<file path="src/rtl/imm_pkg.sv">
// Shared encoding constants for the immediate encoder and the ID-stage sign extender.
package imm_pkg;

  localparam logic [1:0] IMM_U12 = 2'b00;  // 12-bit unsigned
  localparam logic [1:0] IMM_U8  = 2'b01;  // 8-bit unsigned
  localparam logic [1:0] IMM_S12 = 2'b10;  // 12-bit two's complement
  localparam logic [1:0] IMM_ERR = 2'b11;  // not representable

  localparam int NUM_W = 12;

  // One buffered encoder result.
  typedef struct packed {
    logic             err;
    logic [1:0]       src;
    logic [NUM_W-1:0] num;
  } enc_word_t;

endpackage

</file>
<file path="src/rtl/imm_classify.sv">
// Combinational selection of the narrowest encoding that round-trips through the extender.
module imm_classify
  import imm_pkg::*;
#(
  parameter int VAL_W = 21
) (
  input  logic [VAL_W-1:0] i_val,
  output logic [1:0]       o_src,
  output logic [NUM_W-1:0] o_num,
  output logic             o_err
);

  // Priority: 8-bit unsigned, then 12-bit unsigned, then 12-bit negative, else error.
  always_comb begin
    o_src = IMM_ERR;
    o_num = '0;
    o_err = 1'b1;
    if (i_val[VAL_W-1:8] == '0) begin
      o_src = IMM_U8;
      o_num = {4'b0000, i_val[7:0]};
      o_err = 1'b0;
    end else if (i_val[VAL_W-1:12] == '0) begin
      o_src = IMM_U12;
      o_num = i_val[11:0];
      o_err = 1'b0;
    end else if (&i_val[VAL_W-1:11]) begin
      o_src = IMM_S12;
      o_num = i_val[11:0];
      o_err = 1'b0;
    end
  end

endmodule

</file>
<file path="src/rtl/imm_encoder.sv">
// Immediate encoder: classifies each value, queues results in a 2-entry elastic buffer
// and counts unrepresentable inputs.
// Handshake: a word moves across an interface only on a cycle where its valid and ready
// are both high; valid never depends on ready, and in_ready may depend on out_ready
// so that a full buffer can accept while it drains.
module imm_encoder
  import imm_pkg::*;
#(
  parameter int VAL_W = 21,
  parameter int CNT_W = 8
) (
  input  logic             clk,
  input  logic             rst_n,
  input  logic             in_valid,
  output logic             in_ready,
  input  logic [VAL_W-1:0] val_in,
  output logic             out_valid,
  input  logic             out_ready,
  output logic [11:0]      num_out,
  output logic [1:0]       imm_src,
  output logic             enc_err,
  output logic [CNT_W-1:0] err_cnt
);

  logic [1:0]       r_cnt;
  enc_word_t        r_e0;      // head entry, drives the outputs; zero when empty
  enc_word_t        r_e1;
  logic [CNT_W-1:0] r_err_cnt;

  enc_word_t        w_new;
  enc_word_t        w_e0_nxt;
  enc_word_t        w_e1_nxt;
  logic [1:0]       w_cnt_nxt;
  logic             w_push;
  logic             w_pop;

  imm_classify #(.VAL_W(VAL_W)) u_classify (
    .i_val (val_in),
    .o_src (w_new.src),
    .o_num (w_new.num),
    .o_err (w_new.err)
  );

  assign w_pop     = (r_cnt != 2'd0) && out_ready;
  // Held low through reset; a full buffer accepts only when it also drains.
  assign in_ready  = rst_n && ((r_cnt != 2'd2) || w_pop);
  assign w_push    = in_valid && in_ready;

  assign out_valid = (r_cnt != 2'd0);
  assign num_out   = r_e0.num;
  assign imm_src   = r_e0.src;
  assign enc_err   = r_e0.err;
  assign err_cnt   = r_err_cnt;

  // Next buffer contents: entries shift toward the head, vacated slots are zeroed.
  always_comb begin
    w_e0_nxt  = r_e0;
    w_e1_nxt  = r_e1;
    w_cnt_nxt = r_cnt + {1'b0, w_push} - {1'b0, w_pop};
    case (r_cnt)
      2'd0: begin
        if (w_push) w_e0_nxt = w_new;
      end
      2'd1: begin
        if (w_pop)       w_e0_nxt = w_push ? w_new : '0;
        else if (w_push) w_e1_nxt = w_new;
      end
      default: begin
        if (w_pop) begin
          w_e0_nxt = r_e1;
          w_e1_nxt = w_push ? w_new : '0;
        end
      end
    endcase
  end

  // Buffer state and saturating error counter.
  always_ff @(posedge clk or negedge rst_n) begin
    if (!rst_n) begin
      r_cnt     <= 2'd0;
      r_e0      <= '0;
      r_e1      <= '0;
      r_err_cnt <= '0;
    end else begin
      r_cnt <= w_cnt_nxt;
      r_e0  <= w_e0_nxt;
      r_e1  <= w_e1_nxt;
      if (w_push && w_new.err && !(&r_err_cnt))
        r_err_cnt <= r_err_cnt + 1'b1;
    end
  end

endmodule

</file>
<file path="config.mk">
export PLATFORM = sky130hd
export DESIGN_NAME = imm_encoder
export DESIGN_NICKNAME = d
export VERILOG_FILES = /design/src/rtl/imm_pkg.sv /design/src/rtl/imm_classify.sv /design/src/rtl/imm_encoder.sv
export SDC_FILE = /design/constraint.sdc
export NUM_CORES = 1
export LEC_CHECK = 0
export CAP_MARGIN = 15
export CELL_PAD_IN_SITES_DETAIL_PLACEMENT = 0
export CELL_PAD_IN_SITES_GLOBAL_PLACEMENT = 1
export CORE_AREA = 2 2 52 102
export DETAILED_ROUTE_END_ITERATION = 6
export DIE_AREA = 0 0 54 104
export PLACE_DENSITY_LB_ADDON = 0.1
export SETUP_SLACK_MARGIN = 0.02
export SLEW_MARGIN = 20
export SYNTH_ARGS = -nofsm -noshare
export SYNTH_HDL_FRONTEND = slang
export SYNTH_SLANG_ARGS = --single-unit
</file>
<file path="constraint.sdc">
create_clock -name clk -period 3.4 [get_ports clk]
set_clock_uncertainty 0.2 [all_clocks]
set_input_delay 0.68 -clock clk [delete_from_list [all_inputs] [get_ports clk]]
set_output_delay 0.68 -clock clk [all_outputs]
set_load 0.01 [all_outputs]
</file>
# Word-level counts from Yosys, hierarchy flattened
# Cells that the tools add are included.
# totals
out_inout_bits,25
inputBits,25
wordCells,51
reg_bits,40
# op_classes
n_eq_ne,6
addsub,3
muxes,16
n_reduce_logical,17
n_bitwise,1
# op_table
operator,n
2-to-1 mux 15 bit,5
case mux 15 bit (2 select lines),2
2-to-1 mux 12 bit,3
logical NOT 13 bit,1
!= test 2 bit (second input constant),5
AND reduction 10 bit,1
logical NOT 9 bit,1
adder 8 x 1 -> 8 bit (second input constant),1
AND reduction 8 bit,1
nonzero test 2 bit,3
logical AND 1 bit,5
2-to-1 mux 1 bit,4
2-to-1 mux 2 bit,2
AND reduction 4 bit,1
AND reduction 3 bit,1
adder 2 x 1 -> 2 bit,1
equality test 2 x 1 -> 1 bit (second input constant),1
logical NOT 2 bit,1
subtractor 2 x 1 -> 2 bit,1
logical NOT 1 bit,1
logical OR 1 bit,1
NOT 1 bit,1

# Longest topological paths before layout
# Gate-level depths: netlist of run 1.
# logic_depth
word_depth,8
mapped_depth,8
depth_no_buf,8

# By module
# From an unflattened synthesis of run 1, not the netlist that was laid out.
# hier_totals
cells_unflattened,184
area_unflattened_um2,2028.2
# modules_own_cells
module,cells_each,area_per_inst_um2,seq_area_each_um2,instances
imm_encoder,159,1790.5,1001.0,1
imm_classify,25,237.7,0.0,1

# Worst setup path after synthesis of run 1
# No wires, ideal clock.
# synth_timing
path_kind,input-to-reg
startpoint,in in_valid
endpoint,reg r_cnt[1]
path_buffers,0
setup_time_ns,0.133
cell_stages,8
path_slack_ns,1.312
required_ns,3.067
arrival_ns,1.755
cell_sequence,nand2_1 -> nor2_1 -> inv_1 -> ha_1 -> inv_1 -> ha_1 -> xnor2_1 -> xnor2_1
# synth_via
elab_chain_len,3
# synth_lines
element,line,rtl
"start, declared",imm_encoder.sv:14,"input logic in_valid,"
logical AND 1 bit,imm_encoder.sv:47,assign w_push = in_valid && in_ready;
adder 2 x 1 -> 2 bit,imm_encoder.sv:59,"w_cnt_nxt = r_cnt + {1'b0, w_push} - {1'b0, w_pop};"
subtractor 2 x 1 -> 2 bit,imm_encoder.sv:59,
named net w_cnt_nxt[1],imm_encoder.sv:33,logic [1:0] w_cnt_nxt;
"end signal, assigned",imm_encoder.sv:85,r_cnt <= w_cnt_nxt;
"end, declared",imm_encoder.sv:25,logic [1:0] r_cnt;
# The timed path passes the listed nets, and every way through them passes these cells.
# A chain may end at the register's enable or synchronous reset.

# Worst setup path after layout of run 1
# layout_timing
startpoint,reg r_cnt[1]
endpoint,out in_ready
# layout_via
elab_chain_len,4
word_cells_on_any_way,5
classes_between,1 x eq/ne; 4 x reduce/logical
# layout_lines
element,line,rtl
nonzero test 2 bit,imm_encoder.sv:44,assign w_pop = (r_cnt != 2'd0) && out_ready;
logical AND 1 bit,imm_encoder.sv:44,
logical OR 1 bit *,imm_encoder.sv:46,assign in_ready = rst_n && ((r_cnt != 2'd2) || w_pop);
logical AND 1 bit *,imm_encoder.sv:46,
"end, declared",imm_encoder.sv:15,"output logic in_ready,"
# Mark *: on every way between the ends. The rest lies on a longest branch, timed or not.

==> results of run 1 <==
## cell families (layout without fill, tap and decap cells)
| family | after synthesis | count (layout) | share of synthesized area (%) |
|---|---|---|---|
| AOI/OAI and AO/OA | 51 | 51 | 20.2 |
| xor gates and xnor gates | 9 | 9 | 4.37 |
| adders and majority gates | 3 | 3 | 2.08 |
| buffers and inverters | 13 | 64 | 3.40 |
| DFF | 40 | 40 | 55.4 |
| muxes | 1 | 1 | 0.624 |
| and+or+nand+nor | 48 | 48 | 13.9 |
## Yosys cell counts (2+ instances only)
cell type | instances | area share [%]
a22o_1 | 15 | 7.3
nor3b_1 | 2 | 0.83
inv_1 | 5 | 1.0
buf_2 | 4 | 1.1
a21oi_1 | 16 | 4.4
nor2_1 | 20 | 4.2
xnor2_1 | 4 | 1.9
a22oi_1 | 15 | 6.2
nor3_1 | 3 | 0.83
dfrtp_1 | 40 | 55
o21bai_1 | 2 | 0.83
nand4_1 | 2 | 0.69
nand3_1 | 6 | 1.7
ha_1 | 3 | 2.1
nor4_1 | 2 | 0.69
xor2_1 | 5 | 2.4
or3_1 | 2 | 0.69
clkbuf_1 | 2 | 0.42
nand2_1 | 4 | 0.83
## worst max-delay path: stages (launching register included)
cell,delay [ns]
dfrtp_1,0.88
nor3b_1,0.34
nor2b_1,0.07
clkdlybuf4s50_1,0.48
## worst paths after layout
kind / end / slack (ns)
max in group asynchronous: err_cnt[5] / 1.80
min reg2reg: err_cnt[7] / 0.31
max reg2reg: r_cnt[1] / 0.93
max: in_ready / 0.46
min in group asynchronous: r_cnt[0] / 0.53
min: err_cnt[7] / 0.31
## registers in the layout, summed over array words and instances, names as in the netlist
| register | flops |
|---|---|
| r_cnt | 2 |
| enc_err | 1 |
| r_e1 | 15 |
| num_out | 12 |
| imm_src | 2 |
| err_cnt | 8 |
## repair_timing
item	in CTS	in global routing
resized for setup	0	0
endpoints found under the hold margin	2	0
hold buffers	1	0
## where the power goes
| part | leakage, nW | total [W] | internal, W | switching (W) |
|---|---|---|---|---|
| logic | 0.477 | 0.000728 | 0.000395 | 0.000333 |
| clock network | 0.0642 | 0.000451 | 0.000289 | 0.000162 |
| registers | 0.510 | 0.000787 | 0.000627 | 0.000160 |
## area by class of cell
class / count / area (um^2) / share of cell area, %
Sequential cell: 40 / 1000 / 40.3
Clock inverter: 2 / 60.1 / 2.42
Tap cell: 57 / 71.3 / 2.87
Inverter: 5 / 18.8 / 0.755
Clock buffer: 5 / 68.8 / 2.77
Timing Repair Buffer: 52 / 510 / 20.5
Multi-Input combinational cell: 112 / 754 / 30.4
## per-stage QoR
stage / util (%) / power, W
final: 51.1 / 0.00197
after CTS: 50.9 / 0.00198
after global routing: 51.1 / 0.00209
after global placement: 48.1 / 0.00149
after floorplan: - / 0.00112
after detailed placement: 48.1 / 0.00152
## routing by layer
layer  part of all wire, %  track usage, %
met1                    37            19.6
met2                    57            34.4
met3                   4.2            4.45
met4                   1.5            6.79
met5                     0               0
==> results_dict.tcl, run 1 <==
set metrics [dict create \
    drc 0 \
    startpoint "r_cnt[1]" \
    grt_pass1_vias 1608 \
    rows 36 \
    path_class "flip-flop to output port" \
    fp.dieArea_um2 5620 \
    fmax_mhz 340 \
    worst-path-max-fanout 22 \
    grt_max_degree 39 \
    reg2reg_depth 8 \
    syn_inst 165 \
    synth-seq-area-share_pct 55.4 \
    insertion_delay_ns 0.29 \
    fin_cells 273 \
    final_cell_mix "clkdlybuf4s50_1, dfrtp_1, nor2_1, a21oi_1" \
    clock_sinks 40 \
    postRouteAntennaNets 0 \
    ios 50 \
    fin_hold_ws_ns 0.311 \
    drt_iter0_drc 36 \
    layout-drive-gt1-share_pct 7.87 \
    fin_ws_ns 0.460 \
    num_vias 1490 \
    dp.cells 265 \
    path_clk_slew_ns 0.07 \
    tns_ns 0 \
    cts_buffer_depth 2 \
    slew_headroom_pct 45.7 \
    grtUsageTotal_pct 18.9 \
    nets 244 \
    min_period_over_period_pct 86.5 \
    antenna_found_initial 0 \
    status "finished, final reports clean" \
    synth-main-ff-cell "dfrtp_1" \
    die_x_um 54 \
    cts_setup_buffers 0 \
    core-area_um2 4860 \
    ir_worst_vdd_mv 0.528 \
    design_area_um2 2480 \
    synthesis.nets 193 \
    start_util_pct 37.1 \
    htree_levels 2 \
    grt_pass1_wl_um 7810 \
    synth_cell_types 32 \
    pre_cts_slack_ns 0.432 \
    finalCriticalPeriod_ns 2.94 \
    cts_buffers 5 \
    hold_depth 1 \
    firstDrtPassIters 4 \
    gp_congestion 0.720 \
    wirelength_um 4820 \
    endpoint_kind "output port" \
    p_per_area_nw_per_um2 791 \
    viasPerCell 5.46 \
    crit_required_ns 2.52 \
    p_leak_nw 1.05 \
    hold_violations 0 \
    ys_seq_elements 40 \
    synth_edf_count 0 \
    finalMaxSlewViolations 0 \
    hp-start "err_cnt[7]" \
    mostFrequentLayoutCell "clkdlybuf4s50_1" \
    cp-start-kind "flip-flop" \
    grt-ovfl-total 0 \
    cts_tree "built" \
    dp_hpwl_um 3420 \
    finalSetupViolCount 0 \
    placed_area_um2 2340 \
    wl_per_cell_um 17.6 \
    die_h_um 104 \
    fillers 458 \
    ys_warn_count 0 \
    grt_setup_unrepaired "no" \
    hold_path_class "flip-flop to flip-flop" \
    maxCapViolCount 0 \
    clockRootBuffer "clkbuf_8" \
    synth-async-reset-ratio_pct 100 \
    syn_avg_cell_area_um2 10.9 \
    synth_area_um2 1810 \
    io_buffer_count 49 \
    diodes 0 \
    tightestPinTransition_ns 0.814 \
    cp.arrival_ns 2.06 \
    syn2layout_area_growth_pct 37.6 \
    r2r-start "r_cnt[1]" \
]
(Power assumes the default switching activity.)
==> inputs of run 2 (changes only) <==
- CORE_AREA: 2 2 52 102 -> 2 2 80 66
- CTS_CLUSTER_DIAMETER: default -> 30
- DIE_AREA: 0 0 54 104 -> 0 0 82 68
- GPL_TIMING_DRIVEN: default -> 0
==> results_dict.tcl, run 2 (synthesis results as in run 1) <==
set metrics [dict create \
    crit_required_ns 2.52 \
    path_class "input pin to output port" \
    start_util_pct 37.3 \
    cp.arrival_ns 2.05 \
    fp.dieArea_um2 5580 \
    p_switching_w 0.000655 \
    min_period_over_period_pct 86.2 \
    grt_pass1_vias 1529 \
    clockRootBuffer "clkbuf_8" \
    startpoint "out_ready" \
    p_int_w 0.00127 \
    final_cell_mix "clkdlybuf4s50_1, dfrtp_1, nor2_1, a21oi_1" \
    crit_slowest_cell "clkdlybuf4s50_1" \
    ios 50 \
    status "finished, final reports clean" \
    cp_cell_sequence "clkdlybuf4s50_1 -> nor3b_1 -> nor2b_1 -> clkdlybuf4s50_1" \
    firstDrtPassIters 4 \
    largest_reg_flops 15 \
    slew_headroom_pct 59.1 \
    wl_per_cell_um 15.7 \
    wirelength_um 4480 \
    critical_path.top_delay_family "buffers and inverters" \
    grt-ovfl-total 0 \
    clock_sinks 40 \
    io_buffer_count 49 \
    fmax_mhz 341 \
    finalCriticalPeriod_ns 2.93 \
    dp_hpwl_um 3260 \
    syn2layout_area_growth_pct 39.0 \
    postRouteAntennaNets 0 \
    p_leak_nw 1.07 \
    multi_input_area_um2 743 \
    tns_ns 0 \
    hold_path_class "input pin to asynchronous set/reset pin" \
    hold_violations 0 \
    netSwitchingFraction_pct 34.1 \
    cts_tree "built" \
    rr_endpoint "r_e1[1]" \
    worstSetupPathDepth 4 \
    gp_congestion 0.797 \
    cts_buffers 5 \
    finalMaxSlewViolations 0 \
    power_frac_seq_pct 38.4 \
    grt_max_degree 32 \
    drt_iter0_drc 69 \
    worst-path-max-fanout 6 \
    cts.repair.resized 0 \
    drc 0 \
    top_register "r_e1" \
    htree_levels 2 \
    p_per_area_nw_per_um2 766 \
    cts_buffer_depth 2 \
    antenna_found_initial 0 \
    rrSetupSlack_ns 1.25 \
    tightestPinTransition_ns 0.613 \
    slowest_delay_ns 0.51 \
    r2r-start "r_cnt[0]" \
    nets 250 \
    diodes 0 \
    mostFrequentLayoutCell "clkdlybuf4s50_1" \
    core-area_um2 4830 \
    num_vias 1533 \
    holdBufCountCts 0 \
    cts_setup_buffers 0 \
    worst-path-buf-inv 2 \
    pwr-share-clk_pct 21.5 \
    path_common_cell "clkdlybuf4s50_1" \
    viasPerCell 5.38 \
    placed_area_um2 2390 \
    ff_latch_area_um2 1000 \
    die_x_um 82 \
    insertion_delay_ns 0.29 \
    reg2reg_depth 5 \
    die_h_um 68 \
    grt_setup_unrepaired "no" \
    ir_worst_vdd_mv 0.395 \
    fillers 444 \
    layout-drive-gt1-share_pct 9.42 \
    endpoint_kind "output port" \
    path_clk_slew_ns 0.09 \
    finalSetupViolCount 0 \
    grt_pass1_wl_um 7310 \
    maxCapViolCount 0 \
    endpoint "in_ready" \
    grtUsageTotal_pct 17.8 \
    combPwrFrac_pct 40.1 \
    design_area_um2 2510 \
    rows 23 \
    cp-start-kind "input pin" \
]
-- run 2: routing by layer --
| metal | wire length, um | track usage (%) | share of wire, % |
|---|---|---|---|
| met3 | 248 | 3.56 | 5.5 |
| met4 | 34 | 5.83 | 0.76 |
| met1 | 1990 | 23.5 | 44 |
| met5 | 0 | 0 | 0 |
| met2 | 2210 | 29.4 | 49 |
-- run 2: how the worst min path moves through the flow --
stage               startpoint    endpoint  cells after the start
floorplan                rst_n     enc_err                      0
global placement    err_cnt[5]  err_cnt[5]                      1
detailed placement     r_e1[3]     r_e1[3]                      1
CTS                      rst_n  num_out[6]                      1
global route             rst_n    r_cnt[0]                      1
finish                   rst_n     r_e1[4]                      1
-- run 2: final cells by class --
| type | count | share of cell area, % |
|---|---|---|
| buffer | 8 | 1.69 |
| clock buffer | 6 | 3.29 |
| clock inverter | 2 | 1.55 |
| inverter | 5 | 0.748 |
| multi-input combinational | 112 | 29.6 |
| sequential | 40 | 39.9 |
| tap | 62 | 3.09 |
| timing repair buffer | 50 | 20.1 |
-- run 2: through the flow --
stage	setup WS (ns)	hold WS, ns	utilization, %	std cells	power [W]
6_report	0.468	0.0667	51.9	285	0.00192
5_1_grt	0.410	0.0810	51.9	285	0.00206
4_1_cts	0.470	0.0758	51.9	285	0.00194
3_5_place_dp	0.473	0.297	49.4	277	0.00152
3_3_place_gp	-1.08	0.280	49.1	276	0.00150
2_1_floorplan	1.31	0.184	-	165	0.00112
-- run 2: power groups by stage --
stage	Combinational, W	Clock (W)	Sequential [W]
after floorplan	0.000328	0	0.000788
after global placement	0.000758	0	0.000740
after detailed placement	0.000775	0	0.000748
after CTS	0.000778	0.000422	0.000739
after global routing	0.000854	0.000444	0.000760
final	0.000771	0.000413	0.000738
==> inputs of run 3 (changes only) <==
- TNS_END_PERCENT: default -> 50
==> results of run 3 <==
The final DEF is identical to that of run 2; final timing and power are the same.
